===== config.mk =====
export PLATFORM = sky130hd
export DESIGN_NAME = hdlc_rx_stream_monitor
export DESIGN_NICKNAME = d
export VERILOG_FILES = /design/src/rtl/hdlc_rx_stream_monitor.sv
export SDC_FILE = /design/constraint.sdc
export NUM_CORES = 1
export LEC_CHECK = 0
export ABC_AREA = 1
export ABC_CLOCK_PERIOD_IN_PS = 4000
export CORE_AREA = 4 4 130 82
export CTS_CLUSTER_SIZE = 14
export DETAILED_ROUTE_END_ITERATION = 8
export DIE_AREA = 0 0 134 86
export PLACE_DENSITY = 0.79
export SETUP_SLACK_MARGIN = 0.15
export SYNTH_ARGS = -nofsm -noshare
export SYNTH_HDL_FRONTEND = slang
export SYNTH_SLANG_ARGS = --single-unit

===== constraint.sdc =====
create_clock -name Clk -period 4 [get_ports Clk]
set_input_delay 0.8 -clock Clk [delete_from_list [all_inputs] [get_ports Clk]]
set_output_delay 0.8 -clock Clk [all_outputs]
set_load 0.01 [all_outputs]

===== src/rtl/hdlc_rx_stream_monitor.sv =====
// Multi-channel HDLC receive bitstream monitor: flag hunting, zero destuffing,
// frame length classification, idle detection and saturating event counters.
module hdlc_rx_stream_monitor #(
  parameter int CHANNELS       = 1,
  parameter int IDLE_LEN       = 8,
  parameter int MIN_FRAME_BITS = 32,
  parameter int MAX_FRAME_BITS = 1024,
  parameter int CNT_W          = 16,
  parameter int LEN_W          = $clog2(MAX_FRAME_BITS + 8)
) (
  input  logic                      Clk,
  input  logic                      Rst,
  input  logic [CHANNELS-1:0]       Rx,
  input  logic [CHANNELS-1:0]       BitEn,
  input  logic                      Clear,
  output logic [CHANNELS-1:0]       FlagDetect,
  output logic [CHANNELS-1:0]       AbortDetect,
  output logic [CHANNELS-1:0]       FrameEnd,
  output logic [CHANNELS-1:0]       FrameErr,
  output logic [CHANNELS*LEN_W-1:0] FrameBits,
  output logic [CHANNELS-1:0]       FrameActive,
  output logic [CHANNELS-1:0]       Idle,
  output logic [CHANNELS*CNT_W-1:0] FrameCnt,
  output logic [CHANNELS*CNT_W-1:0] ErrCnt,
  output logic [CHANNELS*CNT_W-1:0] AbortCnt
);

  localparam int ONES_MAX = (IDLE_LEN > 7) ? IDLE_LEN : 7;
  localparam int ONES_W   = $clog2(ONES_MAX + 1);

  localparam logic [ONES_W-1:0] ONES_SAT  = ONES_W'(ONES_MAX);
  localparam logic [ONES_W-1:0] ONES_IDLE = ONES_W'(IDLE_LEN);
  localparam logic [ONES_W-1:0] ONES_5    = ONES_W'(5);
  localparam logic [ONES_W-1:0] ONES_6    = ONES_W'(6);
  localparam logic [LEN_W-1:0]  LEN_7     = LEN_W'(7);
  localparam logic [LEN_W-1:0]  LEN_MIN   = LEN_W'(MIN_FRAME_BITS);
  localparam logic [LEN_W-1:0]  LEN_OVF   = LEN_W'(MAX_FRAME_BITS + 7);

  typedef enum logic {
    HUNT = 1'b0,
    OPEN = 1'b1
  } state_e;

  // Clear has priority over a simultaneous increment; counts stick at all-ones.
  function automatic logic [CNT_W-1:0] bump(input logic [CNT_W-1:0] v,
                                            input logic inc,
                                            input logic clr);
    logic [CNT_W-1:0] r;
    r = v;
    if (clr) begin
      r = '0;
    end else if (inc && (v != '1)) begin
      r = v + 1'b1;
    end
    return r;
  endfunction

  for (genvar c = 0; c < CHANNELS; c++) begin : g_ch
    state_e            state_q, state_d;
    logic [ONES_W-1:0] ones_q, ones_d;
    logic [LEN_W-1:0]  cnt_q, cnt_d;
    logic [LEN_W-1:0]  bits_q, bits_d;
    logic [LEN_W-1:0]  cnt_inc, len_w;
    logic              flag_q, flag_d;
    logic              abort_q, abort_d;
    logic              end_q, end_d;
    logic              err_q, err_d;
    logic              idle_q, idle_d;
    logic [CNT_W-1:0]  fcnt_q, fcnt_d;
    logic [CNT_W-1:0]  ecnt_q, ecnt_d;
    logic [CNT_W-1:0]  acnt_q, acnt_d;
    logic              inc_f, inc_e, inc_a;
    logic              rx, en, stuffed;

    assign rx      = Rx[c];
    assign en      = BitEn[c];
    assign cnt_inc = cnt_q + 1'b1;
    // cnt includes the 7 bits of the closing flag ahead of its final zero.
    assign len_w   = (cnt_q > LEN_7) ? (cnt_q - LEN_7) : '0;
    assign stuffed = !rx && (ones_q == ONES_5);

    always_comb begin
      state_d = state_q;
      ones_d  = ones_q;
      cnt_d   = cnt_q;
      bits_d  = bits_q;
      flag_d  = 1'b0;
      abort_d = 1'b0;
      end_d   = 1'b0;
      err_d   = 1'b0;
      idle_d  = idle_q;
      inc_f   = 1'b0;
      inc_e   = 1'b0;
      inc_a   = 1'b0;
      if (en) begin
        if (rx) begin
          ones_d = (ones_q == ONES_SAT) ? ones_q : ones_q + 1'b1;
        end else begin
          ones_d = '0;
        end
        flag_d = !rx && (ones_q == ONES_6);
        if (!rx) begin
          idle_d = 1'b0;
        end else if (ones_d >= ONES_IDLE) begin
          idle_d = 1'b1;
        end
        case (state_q)
          HUNT: begin
            if (flag_d) begin
              state_d = OPEN;
              cnt_d   = '0;
            end
          end
          OPEN: begin
            if (flag_d) begin
              cnt_d = '0;
              if (len_w != '0) begin
                end_d  = 1'b1;
                bits_d = len_w;
                if ((len_w < LEN_MIN) || (len_w[2:0] != 3'b000)) begin
                  err_d = 1'b1;
                  inc_e = 1'b1;
                end else begin
                  inc_f = 1'b1;
                end
              end
            end else if (!stuffed) begin
              cnt_d = cnt_inc;
              if (rx && (ones_q == ONES_6)) begin
                // Seventh one: abort only if real frame content preceded it.
                if (cnt_inc > LEN_7) begin
                  abort_d = 1'b1;
                  inc_a   = 1'b1;
                end
                state_d = HUNT;
              end else if (cnt_inc > LEN_OVF) begin
                err_d   = 1'b1;
                inc_e   = 1'b1;
                state_d = HUNT;
              end
            end
          end
          default: state_d = HUNT;
        endcase
      end
      fcnt_d = bump(fcnt_q, inc_f, Clear);
      ecnt_d = bump(ecnt_q, inc_e, Clear);
      acnt_d = bump(acnt_q, inc_a, Clear);
    end

    always_ff @(posedge Clk or posedge Rst) begin
      if (Rst) begin
        state_q <= HUNT;
        ones_q  <= '0;
        cnt_q   <= '0;
        bits_q  <= '0;
        flag_q  <= 1'b0;
        abort_q <= 1'b0;
        end_q   <= 1'b0;
        err_q   <= 1'b0;
        idle_q  <= 1'b0;
        fcnt_q  <= '0;
        ecnt_q  <= '0;
        acnt_q  <= '0;
      end else begin
        state_q <= state_d;
        ones_q  <= ones_d;
        cnt_q   <= cnt_d;
        bits_q  <= bits_d;
        flag_q  <= flag_d;
        abort_q <= abort_d;
        end_q   <= end_d;
        err_q   <= err_d;
        idle_q  <= idle_d;
        fcnt_q  <= fcnt_d;
        ecnt_q  <= ecnt_d;
        acnt_q  <= acnt_d;
      end
    end

    assign FlagDetect[c]                 = flag_q;
    assign AbortDetect[c]                = abort_q;
    assign FrameEnd[c]                   = end_q;
    assign FrameErr[c]                   = err_q;
    assign FrameActive[c]                = (state_q == OPEN);
    assign Idle[c]                       = idle_q;
    assign FrameBits[c*LEN_W +: LEN_W]   = bits_q;
    assign FrameCnt[c*CNT_W +: CNT_W]    = fcnt_q;
    assign ErrCnt[c*CNT_W +: CNT_W]      = ecnt_q;
    assign AbortCnt[c*CNT_W +: CNT_W]    = acnt_q;
  end

endmodule


## Word-level counts from Yosys, hierarchy flattened

Cells that the tools add are included.

- $add $sub $neg: 6
- Order comparisons: 5
- Equality and inequality tests: 9
- Multiplexer cells: 46
- Bitwise operators: 1
- Reduce and logical (&&, ||, !) cells: 16

Operators with widths:

| kind | count |
|---|---|
| $mux W16 | 6 |
| $add A16 B1 Y16 const B | 3 |
| $ne A16 B16 Y1 const B | 3 |
| $mux W11 | 4 |
| $mux W1 | 31 |
| $gt A11 B3 Y1 const B | 2 |
| $pmux W11 S2 | 1 |
| $mux W4 | 3 |
| $add A11 B1 Y11 const B | 1 |
| $gt A11 B11 Y1 const B | 1 |
| $lt A11 B6 Y1 const B | 1 |
| $reduce_bool A11 Y1 | 1 |
| $sub A11 B3 Y11 const B | 1 |
| $eq A4 B3 Y1 const B | 2 |
| $logic_and A1 B1 Y1 | 6 |
| $reduce_bool A2 Y1 | 3 |
| $add A4 B1 Y4 const B | 1 |
| $eq A4 B4 Y1 const B | 1 |
| $ge A4 B4 Y1 const B | 1 |
| $reduce_and A4 Y1 | 1 |
| $ne A3 B2 Y1 const B | 1 |
| $reduce_and A3 Y1 | 1 |
| $reduce_bool A3 Y1 | 1 |
| $ne A2 B1 Y1 const B | 1 |
| other kinds (6) | 6 |

- Register bits after elaboration: 80
- Input bits: 5
- Output and inout port bits: 65
- Word-level logic and storage cells: 95

## Depth between registers and ports, before layout

- Depth after elaboration: 12
- Depth in mapped cells: 16
- Gate-level depth less buffers: 15

## Worst setup path before layout

Ideal clock, no wire load.

- Path type: reg-to-reg
- Start: register g_ch[0].cnt_q[1]
- End: register g_ch[0].acnt_q[5] (netlist: AbortCnt[5])
- Setup time: 0.116 ns
- Arrival time: 2.050 ns
- Data required time: 3.884 ns
- Path slack: 1.834 ns
- Stages on the path, launching flop included: 15
- Buffers on the path: 1
- Period minus slack after synthesis: 2.166 ns
- Path through: dfrtp_1 -> ha_1 -> nand2_4 -> nor2_4 -> nand3_2 -> xor2_1 -> nand2_1 -> inv_1 -> nand4_2 -> or2_4 -> nand3_4 -> nand2_4 -> buf_12 -> nand2_2 -> nand2_2

- Cells in the longest elaborated chain, start to end: 10

Ends and longest elaborated chain:

| what | RTL line | RTL |
|---|---|---|
| start: declaration | 61 | `logic [LEN_W-1:0] cnt_q, cnt_d;` |
| start signal: assignment | 168 | `cnt_q <= cnt_d;` |
| $add A11 B1 Y11 | 77 | `assign cnt_inc = cnt_q + 1'b1;` |
| $gt A11 B3 Y1 | 131 | `if (cnt_inc > LEN_7) begin` |
| $mux W1 | 131 |  |
| $mux W1 | 129 | `if (rx && (ones_q == ONES_6)) begin` |
| $mux W1 | 127 | `end else if (!stuffed) begin` |
| $mux W1 | 115 | `if (flag_d) begin` |
| $mux W1 | 107 | `case (state_q)` |
| $mux W1 | 95 | `if (en) begin` |
| $logic_and A1 B1 Y1 | 52 | `end else if (inc && (v != '1)) begin` |
| $reduce_bool A2 Y1 (no line) | -- |  |
| end signal: assignment | 177 | `acnt_q <= acnt_d;` |
| end: declaration | 71 | `logic [CNT_W-1:0] acnt_q, acnt_d;` |

No other way between the ends.
A chain may end at the register's enable or synchronous reset.

## Worst setup path in the final report

- Start: register g_ch[0].cnt_q[0]
- End: register g_ch[0].fcnt_q[6] (netlist: FrameCnt[6])

- Cells in the longest elaborated chain, start to end: 11
- Elaborated cells on any way between the ends: 14
- Classes of those cells: 1 x add/sub; 2 x order compare; 6 x mux; 5 x reduce/logical

Ends and longest elaborated chain:

| what | RTL line | RTL |
|---|---|---|
| $sub A11 B3 Y11 or $gt A11 B3 Y1 (tied branches) | 79 | `assign len_w = (cnt_q > LEN_7) ? (cnt_q - LEN_7) : '0;` |
| $mux W11 * | 79 |  |
| $lt A11 B6 Y1 or $reduce_bool A3 Y1 (tied branches) | 120 | `if ((len_w < LEN_MIN) \|\| (len_w[2:0] != 3'b000)) begin` |
| $logic_or A1 B1 Y1 | 120 |  |
| $mux W1 | 120 |  |
| $mux W1 * | 117 | `if (len_w != '0) begin` |
| $mux W1 * | 115 |  |
| $mux W1 * | 107 |  |
| $mux W1 * | 95 |  |
| $logic_and A1 B1 Y1 * | 52 |  |
| $reduce_bool A2 Y1 (no line) * | -- |  |
| end signal: assignment | 175 | `fcnt_q <= fcnt_d;` |
| end: declaration | 69 | `logic [CNT_W-1:0] fcnt_q, fcnt_d;` |

Every way passes the cells marked *; elsewhere a longest branch is shown, timed or not.

==> impl_metrics.json <==
{
  "status": "finished clean",
  "async_flop_share": 1.00,
  "cts_resized": 0,
  "fmax_mhz": 325,
  "maxCapViolations": 0,
  "place_hpwl_um": 9320,
  "synth_edf_count": 0,
  "seqPwrFrac": 0.406,
  "synth_area_um2": 5100,
  "skew_ps": 9.77,
  "antenna_left": 0,
  "place_inst": 831,
  "swShare": 0.342,
  "synth_top_area_share": 0.392,
  "syn-instance-count": 645,
  "multiInputGateArea_um2": 2750,
  "fillers": 804,
  "drt_iter0_markers": 562,
  "yosysSeqAreaShare": 0.392,
  "syn2layout_area_growth_pct": 21.0,
  "cts.sinks": 80,
  "place_area_um2": 5860,
  "overflow": 0,
  "worst_pin_slew_ps": 816,
  "dr.pass1.iters": 5,
  "hold_viol": 0,
  "synth_warnings": 0,
  "routabilityCongestion": 0.993,
  "leakage_nw": 2.87,
  "crit_path_start_kind": "register",
  "fin_ws_ps": 927,
  "route.vias.total": 4694,
  "p_clk_frac": 0.358,
  "synth.most_common_cell": "nand2_1",
  "hold_buffers": 0,
  "drive_gt1_frac": 0.104,
  "utilization": 0.645,
  "crit_path_end_kind": "register",
  "cts_tree": "yes",
  "synth-main-ff-cell": "dfrtp_1",
  "htree_levels": 3,
  "synth_top_area_cell": "dfrtp_1",
  "grt_start_max_net_pins": 48,
  "pin_count": 70,
  "cts_inserted_buffers": 9,
  "fin_area_um2": 6170,
  "power_mw": 2.44,
  "coreArea_um2": 9560,
  "pre_cts_slack_ps": 712,
  "worstHoldPathType": "register to register",
  "post_cts_buffers": 0,
  "synth_cell_types": 43,
  "grt_pass1_wl_um": 21900,
  "regArea_um2": 2000,
  "slew_viol_final": 0,
  "cp_max_fo": 21,
  "power_density_nw_per_um2": 395,
  "finish.cell_count_without_fillers": 846,
  "p_int_mw": 1.60,
  "crit_type": "register to register",
  "holdWs_ps": 484,
  "nets": 721,
  "n_antenna_cell": 0,
  "start_util": 0.533,
  "antenna_found_initial": 0,
  "clk_latency_ps": 340,
  "drt-wirelength-per-cell_um": 15.3,
  "cts_root_buf": "clkbuf_16",
  "drc_errors": 0,
  "wirelength_um": 12900,
  "max-vdd-ir-drop_uv": 259,
  "synth_seq_cells": 80,
  "period_needed_ps": 3070,
  "period_share": 0.768,
  "rsz0062_at_grt": "false",
  "p_comb_frac": 0.236,
  "clockBufferDepth": 2,
  "path_clk_slew_ps": 60,
  "die_area_um2": 11500,
  "port_buffers": 69,
  "p_sw_uw": 835,
  "die_width_um": 134,
  "viasPerCell": 5.55,
  "die_h_um": 86,
  "cp_data_required_time_ps": 4220,
  "synth_area_leaders": "dfrtp_1, nand2_1, nand3_1, xor2_1, nor2_1",
  "grt_usage": 0.235,
  "netlist_top_cells_count": "nand2_1, dfrtp_1, nand3_1, nor2_1, inv_1",
  "syn_nets": 659,
  "grt_pass1_vias": 4281,
  "rows": 28,
  "slew_headroom": 0.455,
  "setup_viol": 0,
  "syn_avg_cell_area_um2": 7.91,
  "critPathArrivalTime_ps": 3300,
  "tns_ps": 0
}
==> metal layers <==
layer	vias to the layer above	routed length (um)	GRT usage
met4	0	123	0.0560
met3	13	1060	0.0539
met2	198	5490	0.334
met1	2223	6250	0.361
met5	-	0	0
li1	2260	-	-
==> final cells by class <==
| class | instances | share of cell area |
|---|---|---|
| Inverter | 58 | 0.0359 |
| Clock inverter | 6 | 0.0136 |
| Sequential cell | 80 | 0.324 |
| Clock buffer | 9 | 0.0365 |
| Tap cell | 135 | 0.0274 |
| Multi-Input combinational cell | 486 | 0.445 |
| Timing Repair Buffer | 72 | 0.118 |
==> power by group through the flow <==
stage                     combinational [mW]  sequential (mW)  clock (mW)
after detailed placement               0.562            0.999           0
after CTS                              0.566            0.986       0.888
final                                  0.575            0.991       0.872
after floorplan                        0.438            0.975           0
after global routing                   0.641            0.998       0.920
after global placement                 0.541            0.997           0
==> logic make-up after synthesis <==
kind of cell / Yosys count / share of synthesized area
simple gates: 390 / 0.385
flops: 80 / 0.392
buf+inv: 79 / 0.0694
xor+xnor: 48 / 0.0839
compound gates: 39 / 0.0471
fa+ha+maj: 9 / 0.0221
==> cell usage in the layout (no fill, tap or decap), drive strengths merged, types with 11 or more instances in the layout <==
cell type        n
nand4           31
nand3b          11
xor2            44
clkdlybuf4s50   69
inv             58
nor3            14
nand2          166
dfrtp           80
nand3           93
o21ai           16
nor2            69
==> sequential cells by signal (all words and copies together), names as in the netlist <==
name	cells
FrameActive	1
FrameCnt	16
Idle	1
AbortCnt	16
g_ch.ones_q	4
FlagDetect	1
g_ch.cnt_q	11
FrameBits	11
ErrCnt	16
FrameEnd	1
AbortDetect	1
FrameErr	1
==> path summary, 6_finish.rpt <==
| check | start | end | slack [ps] | cells past startpoint |
|---|---|---|---|---|
| setup / recovery | g_ch[0].cnt_q[0] | FrameCnt[6] | 930 | 14 |
| hold / removal | FrameBits[1] | FrameBits[1] | 480 | 2 |
| setup reg to reg | g_ch[0].cnt_q[0] | FrameCnt[6] | 930 | 14 |
| hold reg to reg | FrameBits[1] | FrameBits[1] | 480 | 2 |
| max in group asynchronous | Rst | ErrCnt[3] | 2360 | 3 |
| min in group asynchronous | Rst | g_ch[0].cnt_q[4] | 900 | 2 |
==> critical path, cell delays in order (launching register included) <==
cell     delay, ps
dfrtp_1        500
ha_1           290
nand3_1        100
nor2_1         150
nand2_2        110
nand2_4        160
a21oi_1         50
nor2_1         240
nand3_1        170
nand2_1        510
inv_2          140
nand2_4        220
inv_4          130
nand3_1        110
nand2_1         60
Note: power is estimated with default switching activity, not from simulation.
